<file path="src/rtl/seg7_monitor.sv">
// seg7_monitor: watches a 7-segment digit stage, debounces the segment bus,
// decodes it to BCD and checks that the digit only ever steps by +1 modulo
// (MAX_DIGIT+1). It reports each update, each carry, illegal patterns, and
// holds a sticky sequence-error flag.
//
//   state | meaning
//   ------+---------------------------------------------------------
//   INIT  | nothing accepted since reset, valid low, no sequence check
//   LOCK  | a legal digit has been accepted, valid high, steps checked
module seg7_monitor #(
  parameter int MAX_DIGIT     = 5,
  parameter int STABLE_CYCLES = 2
) (
  input  logic       clk,
  input  logic       rst,
  input  logic [6:0] seg_in,
  input  logic       clr_err,
  output logic [3:0] digit,
  output logic       valid,
  output logic       digit_stb,
  output logic       wrap,
  output logic       illegal,
  output logic       seq_err
);

  typedef enum logic {INIT, LOCK} state_t;

  localparam logic [3:0] MAX_D   = 4'(MAX_DIGIT);
  localparam logic [3:0] RUN_TGT = 4'(STABLE_CYCLES);

  state_t     state, state_n;
  logic [6:0] sample;
  logic [3:0] run_cnt;
  logic       run_done;
  logic       stable_evt;
  logic [3:0] dec_val;
  logic       dec_hit;
  logic       legal;
  logic [3:0] exp_next;
  logic [3:0] digit_n;
  logic       valid_n, stb_n, wrap_n, ill_n, err_n;

  // A run is acted on once, in the first cycle its count reaches the target;
  // run_done suppresses re-triggering while the same pattern is held.
  assign stable_evt = (run_cnt == RUN_TGT) && !run_done;

  // Sample the bus and track how long the current sample has been constant.
  always_ff @(posedge clk or posedge rst) begin
    if (rst) begin
      sample   <= 7'b1111111;
      run_cnt  <= 4'd0;
      run_done <= 1'b0;
    end else begin
      sample <= seg_in;
      if (seg_in != sample) begin
        run_cnt  <= 4'd1;
        run_done <= 1'b0;
      end else begin
        if (run_cnt < RUN_TGT) run_cnt <= run_cnt + 4'd1;
        if (stable_evt) run_done <= 1'b1;
      end
    end
  end

  // Active-low segment decode, bit6=g .. bit0=a.
  always_comb begin
    dec_val = 4'd0;
    dec_hit = 1'b1;
    case (sample)
      7'b1000000: dec_val = 4'd0;
      7'b1111001: dec_val = 4'd1;
      7'b0100100: dec_val = 4'd2;
      7'b0110000: dec_val = 4'd3;
      7'b0011001: dec_val = 4'd4;
      7'b0010010: dec_val = 4'd5;
      7'b0000010: dec_val = 4'd6;
      7'b1111000: dec_val = 4'd7;
      7'b0000000: dec_val = 4'd8;
      7'b0010000: dec_val = 4'd9;
      default:    dec_hit = 1'b0;
    endcase
  end

  assign legal    = dec_hit && (dec_val <= MAX_D);
  assign exp_next = (digit == MAX_D) ? 4'd0 : digit + 4'd1;

  // Next-state and registered-output values; pulses default low.
  always_comb begin
    state_n = state;
    digit_n = digit;
    stb_n   = 1'b0;
    wrap_n  = 1'b0;
    ill_n   = 1'b0;
    err_n   = clr_err ? 1'b0 : seq_err;
    if (stable_evt) begin
      if (!legal) begin
        ill_n = 1'b1;
      end else begin
        case (state)
          INIT: begin
            state_n = LOCK;
            digit_n = dec_val;
            stb_n   = 1'b1;
          end
          LOCK: begin
            if (dec_val != digit) begin
              digit_n = dec_val;
              stb_n   = 1'b1;
              wrap_n  = (digit == MAX_D) && (dec_val == 4'd0);
              if (dec_val != exp_next) err_n = 1'b1;
            end
          end
          default: state_n = INIT;
        endcase
      end
    end
    valid_n = (state_n == LOCK);
  end

  // State and output registers.
  always_ff @(posedge clk or posedge rst) begin
    if (rst) begin
      state     <= INIT;
      digit     <= 4'd0;
      valid     <= 1'b0;
      digit_stb <= 1'b0;
      wrap      <= 1'b0;
      illegal   <= 1'b0;
      seq_err   <= 1'b0;
    end else begin
      state     <= state_n;
      digit     <= digit_n;
      valid     <= valid_n;
      digit_stb <= stb_n;
      wrap      <= wrap_n;
      illegal   <= ill_n;
      seq_err   <= err_n;
    end
  end

endmodule

</file>
<file path="config.mk">
export PLATFORM = sky130hd
export DESIGN_NAME = seg7_monitor
export DESIGN_NICKNAME = d
export VERILOG_FILES = /design/src/rtl/seg7_monitor.sv
export SDC_FILE = /design/constraint.sdc
export NUM_CORES = 1
export LEC_CHECK = 0
export CAP_MARGIN = 20
export CORE_MARGIN = 4
export CORE_UTILIZATION = 57
export CTS_BUF_LIST = sky130_fd_sc_hd__clkbuf_8 sky130_fd_sc_hd__clkbuf_16
export DETAILED_ROUTE_END_ITERATION = 7
export PLACE_DENSITY = 0.84
export SETUP_SLACK_MARGIN = 0.3
export SYNTH_ARGS = -nofsm -noshare
export SYNTH_HDL_FRONTEND = slang
export SYNTH_SLANG_ARGS = --single-unit
</file>
<file path="constraint.sdc">
create_clock -name clk -period 4 [get_ports clk]
set_input_delay 0.4 -clock clk [delete_from_list [all_inputs] [get_ports clk]]
set_output_delay 0.4 -clock clk [all_outputs]
set_load 0.005 [all_outputs]
</file>
== Yosys cells after proc, flatten, opt, wreduce, memory -nomap -nowiden ==
Cells that the tools add are included.

* Bits in read-only memories: 0
* Latch bits: 0
* Register bits: 21
* Memories kept: 0
* Output and inout port bits: 9
* Bits in writable memories: 0

* Multiplexer cells: 25
* Equality and inequality tests: 15
* Reductions and logical operators: 11
* Shifts and indexed selects: 0
* Divide/modulo/power cells: 0
* Bitwise operators: 1
* Multiply operators: 0
* Add/sub/neg operators: 2
* Order comparisons: 2

{| class="wikitable"
|+ Operator list
! cell !! number
|-
| $pmux 4 s9 || 1
|-
| $eq 7x5->1 const B || 3
|-
| $eq 7x7->1 const B || 3
|-
| $mux 1 || 18
|-
| $mux 4 || 4
|-
| $eq 7x6->1 const B || 2
|-
| $reduce_or 10->1 || 1
|-
| $add 4x1->4 const B || 2
|-
| $ne 4x4->1 || 2
|-
| $pmux 4 s2 || 1
|-
| $eq 7x2->1 const B || 1
|-
| $logic_not 7->1 || 1
|-
| $ne 7x7->1 || 1
|-
| $eq 4x2->1 const B || 1
|-
| $eq 4x3->1 const B || 1
|-
| $le 4x3->1 const B || 1
|-
| $logic_not 4->1 || 1
|-
| $lt 4x2->1 const B || 1
|-
| $reduce_bool 2->1 || 2
|-
| $logic_and 1x1->1 || 3
|-
| $reduce_and 3->1 || 1
|-
| $ne 2x1->1 const B || 1
|-
| $pmux 1 s2 || 1
|-
| $reduce_and 2->1 || 1
|-
| other kinds (2) || 2
|}

== Longest topological paths before layout ==
Gate-level depths: netlist of the first run.

* Word-level depth: 8
* Mapped depth: 7
* Gate-level depth less buffers: 7

== Worst setup path after synthesis of the first run ==
OpenSTA, ideal clock, no wires.

* Path kind: register to register
* Start point: reg run_cnt[0]
* End point: reg digit[2]
* Buffers on the path: 0
* Data arrival time: 2.193 ns
* Stages on the path, launching flop included: 8
* Setup time: 0.125 ns
* Setup slack: 1.682 ns
* Required time: 3.875 ns
* Cell sequence: dfrtp_1 > inv_1 > ha_1 > or4b_2 > a311oi_1 > o31ai_1 > a31oi_4 > mux2_4

* Longest elaborated chain between the ends: 3

{| class="wikitable"
|+ Ends and longest elaborated chain
! what !! RTL line !! text
|-
| from (decl) || 33 || <nowiki>logic [3:0] run_cnt;</nowiki>
|-
| from (signal assigned) || 59 || <nowiki>if (run_cnt < RUN_TGT) run_cnt <= run_cnt + 4'd1;</nowiki>
|-
| $eq 4x2->1 || 45 || <nowiki>assign stable_evt = (run_cnt == RUN_TGT) && !run_done;</nowiki>
|-
| $logic_and 1x1->1 || 45 ||
|-
| $reduce_and 3->1 (no line) || n/a ||
|-
| to (signal assigned) || 132 || <nowiki>digit <= digit_n;</nowiki>
|-
| to (decl) || 18 || <nowiki>output logic [3:0] digit,</nowiki>
|}

No other way between the ends.
A chain may end at the register's enable or synchronous reset.

== Worst setup path after layout of the first run ==
* Start point: reg sample[1]
* End point: reg digit[2]

* Longest elaborated chain between the ends: 5

{| class="wikitable"
|+ Ends and longest elaborated chain
! what !! RTL line !! text
|-
| from (decl) || 32 || <nowiki>logic [6:0] sample;</nowiki>
|-
| from (signal assigned) || 54 || <nowiki>sample <= seg_in;</nowiki>
|-
| $eq 7x5->1 (tied with other cells) || 69 || <nowiki>case (sample)</nowiki>
|-
| $pmux 4 s9 / $reduce_or 10->1 (equally long branches) || n/a ||
|-
| $le 4x3->1 (tied with other cells) || 84 || <nowiki>assign legal = dec_hit && (dec_val <= MAX_D);</nowiki>
|-
| $logic_and 1x1->1 / $ne 2x1->1 (equally long branches) || n/a ||
|-
| $reduce_and 3->1 (no line) || n/a ||
|}

Parallel ways exist; a longest one is shown, timed or not. The select of a mux whose other input is x is not followed.

==> summary.txt, run 1 <==
Outcome
  • Outcome: complete, no violations

Synth
  • Syn Std Cell Area: 1246 um^2
  • Syn. warnings: 0
  • Yosys top cell area share: 28.11%
  • Synth area leader: dfrtp_1
  • Yosys cell types: 42
  • Synth Area per Inst: 10.13 um^2
  • Sequential element share of the synthesized area: 42.87%
  • Top cells by area, synth: dfrtp_1 28%, dfstp_2 15%, xnor2_1 4.9%
  • Cells after synthesis: 123
  • Synthesis-stage register bit count: 21
  • Syn_nets: 135

Global routing
  • Initial antenna violation count: 0
  • Total Routing Usage GR: 19.18%
  • Vias in the first global route: 986
  • Wire length of the first global-routing pass: 4.146 mm
  • Total grt overflow: 0
  • Largest net degree at the start of global routing: 22

Clocking
  • Hold Buf Count CTS: 0
  • Root Driver: clkbuf_8
  • Clk buf depth: 2
  • Worst-path clk slew: 0.08 ns
  • CTS tree: yes
  • Clk sinks: 21
  • H-tree levels: 1
  • TritonCTS Buffers: 3
  • Worst-skew pair later-pin latency: 0.26 ns
  • Setup Fix Bufs, Post-CTS: 0
  • # resized after CTS: 0

Floorplanning
  • Die Y: 54.76 um
  • DIE AREA: 2998 um^2
  • Initial core utilization: 61.63%
  • Chip width: 54.76 um
  • Core footprint: 2022 um^2
  • IO Count: 19
  • Rows: 16

Setup path
  • Max FO, Critical Path: 11
  • Reg-to-reg endpoint: digit[2]
  • Critical Path End Type: flop
  • Origin of the critical flop-to-flop path: sample[1]
  • Worst EP arrival: 2.65 ns
  • Required time of the critical path: 4.15 ns
  • CP startpoint kind: flop
  • Worst R2R Path Depth: 6
  • Reg2reg setup slack: 1.51 ns
  • CP Class: reg -> reg

STA
  • Max Clock Freq: 401.2 MHz
  • Final slew viol count: 0
  • Endpoints failing setup: 0
  • RSZ-0062 raised after global routing: no
  • Hold slack final: 0.5202 ns
  • Crit path time final: 2.493 ns
  • Final worst-path cycle share: 62.32%
  • Clock skew: 0.008668 ns
  • Rel. slew slack: 47.12%
  • Final Hold Fails: 0
  • Setup tns final: 0 ns
  • Fin worst setup slack: 1.507 ns
  • Worst Tran Pin Value: 0.7864 ns

Final layout
  • Final Non-Filler Cells: 167
  • Finished Core Util: 71.41%
  • Proportion of layout cells with a drive suffix above 1: 15.00%
  • Layout area overhead: 15.86%
  • Post-Layout Inst Area: 1444 um^2
  • ANT cells: 0
  • Layout Nets: 153

Place
  • DP Worst Slack: 1.532 ns
  • DP HPWL: 1.779 mm
  • Area after DPL: 1398 um^2
  • Port-buffer cells: 18
  • Placed insts: 163
  • Final Wtd Congestion: 0.8777

Power
  • Total power: 0.4003 mW
  • Leakage: 0.6060 nW
  • Worst vdd ir: 235.4 uV
  • PD cells: 277.2 nW/um^2

Routing
  • 1st-iter DRT viols: 22
  • Vias per inst: 5.844
  • Drt pass-1 iters: 4
  • DR DRC count: 0
  • Routed WL: 2.369 mm
  • Post-route ant nets: 0
  • Via count: 976
  • Routed wire per std cell: 14.19 um

Hold path
  • Worst hold start: run_done
  • WHS Endpoint: run_done
  • Hold path depth: 2
  • Hold Crit Class: reg -> reg

Flow run
  • Max capacitance violation total: 0
[worst max path at each step]
stage	start	end	slack, ns	cells after the start
floorplan	run_cnt[0]	digit[2]	1.68	7
global placement	sample[1]	digit[2]	1.60	6
detailed placement	sample[1]	digit[2]	1.53	6
CTS	sample[1]	digit[2]	1.52	6
finish	sample[1]	digit[2]	1.51	6
global route	sample[1]	digit[2]	1.43	6
[flip-flops by register name, indices dropped and copies added, names as in the netlist]
name       count
digit_stb      1
run_done       1
digit          4
state          1
illegal        1
seq_err        1
wrap           1
sample         7
run_cnt        4
[kinds of logic (layout without fill, tap and decap cells)]
| family | Yosys count | in the layout | synth area share, % |
|---|---|---|---|
| adder cells (fa/ha/maj) | 2 | 2 | 2.008 |
| flip-flops | 21 | 21 | 42.87 |
| AND/OR/NAND/NOR | 55 | 55 | 25.70 |
| AO/OA/AOI/OAI | 19 | 19 | 11.95 |
| XOR/XNOR | 13 | 13 | 9.137 |
| multiplexers | 1 | 1 | 1.204 |
| buffers and inverters | 12 | 29 | 7.129 |
[per-layer routing]
| layer | share of wire, % | GRT usage, % | up-vias |
|---|---|---|---|
| li1 | - | - | 475 |
| met2 | 50 | 35.04 | 33 |
| met5 | 0 | 0 | - |
| met3 | 6.0 | 3.270 | 7 |
| met1 | 42 | 22.11 | 461 |
| met4 | 1.6 | 6.639 | 0 |
[synthesized netlist by cell type]
| master | count |
|---|---|
| dfrtp_1 | 14 |
| nor2_1 | 12 |
| nand2_1 | 9 |
| dfstp_2 | 7 |
| inv_1 | 7 |
| xnor2_1 | 7 |
| nor3_1 | 6 |
| xor2_1 | 6 |
| nand4b_1 | 5 |
| a21oi_1 | 4 |
| nand4_1 | 4 |
| a31oi_1 | 3 |
| nand2b_1 | 3 |
| nand3_1 | 3 |
| and3b_2 | 2 |
| ha_1 | 2 |
| o211a_1 | 2 |
| o21ai_0 | 2 |
| o31ai_1 | 2 |
| a211o_1 | 1 |
| a21o_2 | 1 |
| a311oi_1 | 1 |
| a31oi_4 | 1 |
| and2_1 | 1 |
| and4_2 | 1 |
| and4_4 | 1 |
| buf_12 | 1 |
| buf_4 | 1 |
| buf_6 | 1 |
| clkbuf_8 | 1 |
| clkdlybuf4s15_1 | 1 |
| mux2_4 | 1 |
| nand2b_2 | 1 |
| nor2b_1 | 1 |
| nor3b_1 | 1 |
| nor4_1 | 1 |
| o21bai_1 | 1 |
| o311a_1 | 1 |
| or2_2 | 1 |
| or3_1 | 1 |
| or4b_1 | 1 |
| or4b_2 | 1 |
[cells in the final DEF (no fill, tap or decap), drive strengths merged, types with 2 or more instances in the layout]
cell type / n
nor3: 6
nand4: 4
o21ai: 2
or4b: 2
xor2: 6
clkbuf: 3
nand2b: 4
a31oi: 4
nand4b: 5
nand2: 9
a21oi: 4
and4: 2
and3b: 2
dfstp: 7
o31ai: 2
o211a: 2
nor2: 12
clkdlybuf4s50: 18
inv: 7
nand3: 3
ha: 2
dfrtp: 14
xnor2: 7
[worst max-delay path: stages (launching register included)]
cell and delay [ns]:
dfstp_2 0.63, or4b_1 0.46, a211o_1 0.34, and4_4 0.19, o211a_1 0.23, a31oi_4 0.22
mux2_4 0.31
[area by class of cell]
type | count | area [um^2]
Clock buffer | 3 | 41.29
Clock inverter | 1 | 5.005
Fill cell | 153 | 578.1
Inverter | 7 | 26.28
Multi-Input combinational cell | 90 | 623.1
Sequential cell | 21 | 534.3
Tap cell | 27 | 33.78
Timing Repair Buffer | 18 | 180.2
[report_power, final]
part | switching [mW] | internal, mW | total (mW)
sequential | 0.00820 | 0.219 | 0.228
clock | 0.0687 | 0.0693 | 0.138
combinational | 0.0166 | 0.0181 | 0.0347
total | 0.0935 | 0.307 | 0.400
Power figures use the tool's default switching activity.
==> run 2, diff against run 1 <==
- CORE_UTILIZATION: 57 -> 47
- PLACE_DENSITY: 0.84 -> 0.74
- clock period: 4 -> 2.2 ns (I/O delays scaled with it)
==> summary.txt, run 2 (synthesis gave the netlist of run 1 again) <==
Final layout
  • Layout Nets: 164 (+7.2%)
  • Post-Layout Inst Area: 1578 um^2 (+9.3%)
  • Commonest non-fill, non-tap cell in the layout: clkdlybuf4s50_1
  • Proportion of layout cells with a drive suffix above 1: 25.17% (+10 points)
  • Finished Core Util: 63.11% (-8.3 points)
  • Largest reg by FF count: sample
  • Most frequent cells in the layout: 18 x clkdlybuf4s50_1, 14 x dfrtp_1, 11 x nor2_1
  • Largest regs: sample (7), digit (4), run_cnt (4)
  • Filler cell count: 204 (+33%)
  • Layout area overhead: 26.61%
  • Max reg flops: 7 (unchanged)
  • ANT cells: 0 (unchanged)

Power
  • PD cells: 464.5 nW/um^2 (+68%)
  • Leakage: 0.6716 nW (+11%)
  • Worst vdd ir: 425.1 uV (+81%)

STA
  • Rel. slew slack: 47.98% (+0.85 points)
  • Worst Tran Pin Value: 0.7795 ns (-0.006939 ns)
  • Clock skew: 0.002348 ns (-0.006321 ns)
  • Fin worst setup slack: -0.05929 ns (-1.567 ns)
  • Final slew viol count: 0 (unchanged)
  • RSZ-0062 raised after global routing: yes
  • Final Hold Fails: 0 (unchanged)
  • Crit path time final: 2.259 ns (-0.2334 ns)
  • Final worst-path cycle share: 102.7% (+40 points)
  • Max Clock Freq: 442.6 MHz (+10%)
  • Endpoints failing setup: 2 (+2)

Routing
  • DR DRC count: 0 (unchanged)
  • Routed WL: 2.419 mm (+2.1%)
  • Routed wire per std cell: 13.36 um (-5.8%)
  • 1st-iter DRT viols: 16 (-27%)
  • Post-route ant nets: 0 (unchanged)
  • Drt pass-1 iters: 6 (+2)
  • Via count: 1033 (+5.8%)
  • Vias per inst: 5.707 (-2.3%)

Global routing
  • Total Routing Usage GR: 15.60% (-3.6 points)
  • Total grt overflow: 0 (unchanged)
  • Initial antenna violation count: 0 (unchanged)
  • Vias in the first global route: 994 (+0.81%)
  • Largest net degree at the start of global routing: 22 (unchanged)
  • Wire length of the first global-routing pass: 4.209 mm (+1.5%)

Floorplanning
  • Die Y: 59.49 um (+8.6%)
  • IO Count: 19 (unchanged)
  • Core footprint: 2500 um^2 (+24%)
  • Initial core utilization: 49.85% (-12 points)
  • Chip width: 59.49 um (+8.6%)
  • DIE AREA: 3539 um^2 (+18%)
  • Rows: 18 (+2)

Clocking
  • Worst-path clk slew: 0.07 ns (about the same)
  • Hold Buf Count CTS: 0 (unchanged)
  • TritonCTS Buffers: 3 (unchanged)
  • Clk sinks: 21 (unchanged)
  • Clk buf depth: 2 (unchanged)
  • CTS tree: yes
  • Root Driver: clkbuf_8
  • Worst-skew pair later-pin latency: 0.26 ns (about the same)
  • H-tree levels: 1 (unchanged)

Place
  • DP Worst Slack: -0.04689 ns (-1.579 ns)
  • Final Wtd Congestion: 0.7983 (-9.0%)
  • Port-buffer cells: 18 (unchanged)
  • Area after DPL: 1498 um^2 (+7.2%)
  • DP HPWL: 1.900 mm (+6.8%)

Setup path
  • Crit path buf inv count: 0 (unchanged)
  • Crit-path slowest cell: dfstp_2
  • CP Class: reg -> reg
  • Max FO, Critical Path: 3 (-8)
  • CP startpoint kind: flop
  • Worst path max stage delay: 0.53 ns (-0.10 ns)
  • Required time of the critical path: 2.35 ns (-1.80 ns)
  • Critical Path End Type: flop
  • Delay-heaviest family, CP: compound AO/OA/AOI/OAI gates
  • Worst path cell trace: or4b_1 > a211o_1 > and4_4 > o211a_1 > a31oi_4 > mux2_4
  • Worst EP arrival: 2.41 ns (-0.24 ns)

Outcome
  • Outcome: finished with violations
  • Failing checks: setup timing

Flow run
  • Max capacitance violation total: 0 (unchanged)

Hold path
  • Hold Crit Class: in -> async
## run 2: repair_timing
| item | in CTS | in global routing |
|---|---|---|
| gates cloned | 0 | 0 |
| pin swaps | 1 | 0 |
| buffers inserted | 2 | 0 |
| resized for setup | 2 | 3 |
| setup endpoints to repair | 6 | 9 |
## run 2: layer usage
metal	vias up	global-route usage, %	part of all wire (%)
met5	-	0	0
met3	3	2.614	5.3
li1	491	-	-
met2	26	29.17	53
met1	513	17.87	41
met4	0	4.747	1.0
## run 2: final timing paths
path,startpoint,to,slack (ns),cells past startpoint
worst max-delay path,sample[1],digit[2],-0.06,6
min in group clk,seg_in[6],sample[6],0.41,1
worst min register to register,run_done,run_done,0.52,2
worst min-delay path,rst,illegal,0.40,2
worst max register to register,sample[1],digit[2],-0.06,6
max in group asynchronous,rst,digit_stb,1.31,2
## run 2: stage by stage
stage / instances / setup TNS (ns) / total power [mW] / hold WS (ns)
after floorplan: 123 / -0.03219 / 0.4653 / 0.1913
after global placement: 175 / -0.03563 / 0.4899 / 0.4833
after detailed placement: 175 / -0.04689 / 0.4917 / 0.5101
after CTS: 181 / -0.05206 / 0.7381 / 0.4061
after global routing: 181 / -0.3381 / 0.7676 / 0.4001
final: 181 / -0.06840 / 0.7328 / 0.3996
## run 2: area by class of cell
cell class                 instances  area (um^2)  area share (%)
inverter                           7        26.28           1.665
clock buffer                       3        41.29           2.617
timing repair buffer              29        266.5           16.89
clock inverter                     1        3.754          0.2379
sequential                        21        534.3           33.86
tap                               30        37.54           2.379
multi-input combinational         90        668.1           42.35
## run 2: where the power goes
| part | internal (mW) | switching (mW) |
|---|---|---|
| combinational | 0.0406 | 0.0376 |
| sequential | 0.398 | 0.00925 |
| clock | 0.124 | 0.122 |
| total | 0.564 | 0.169 |
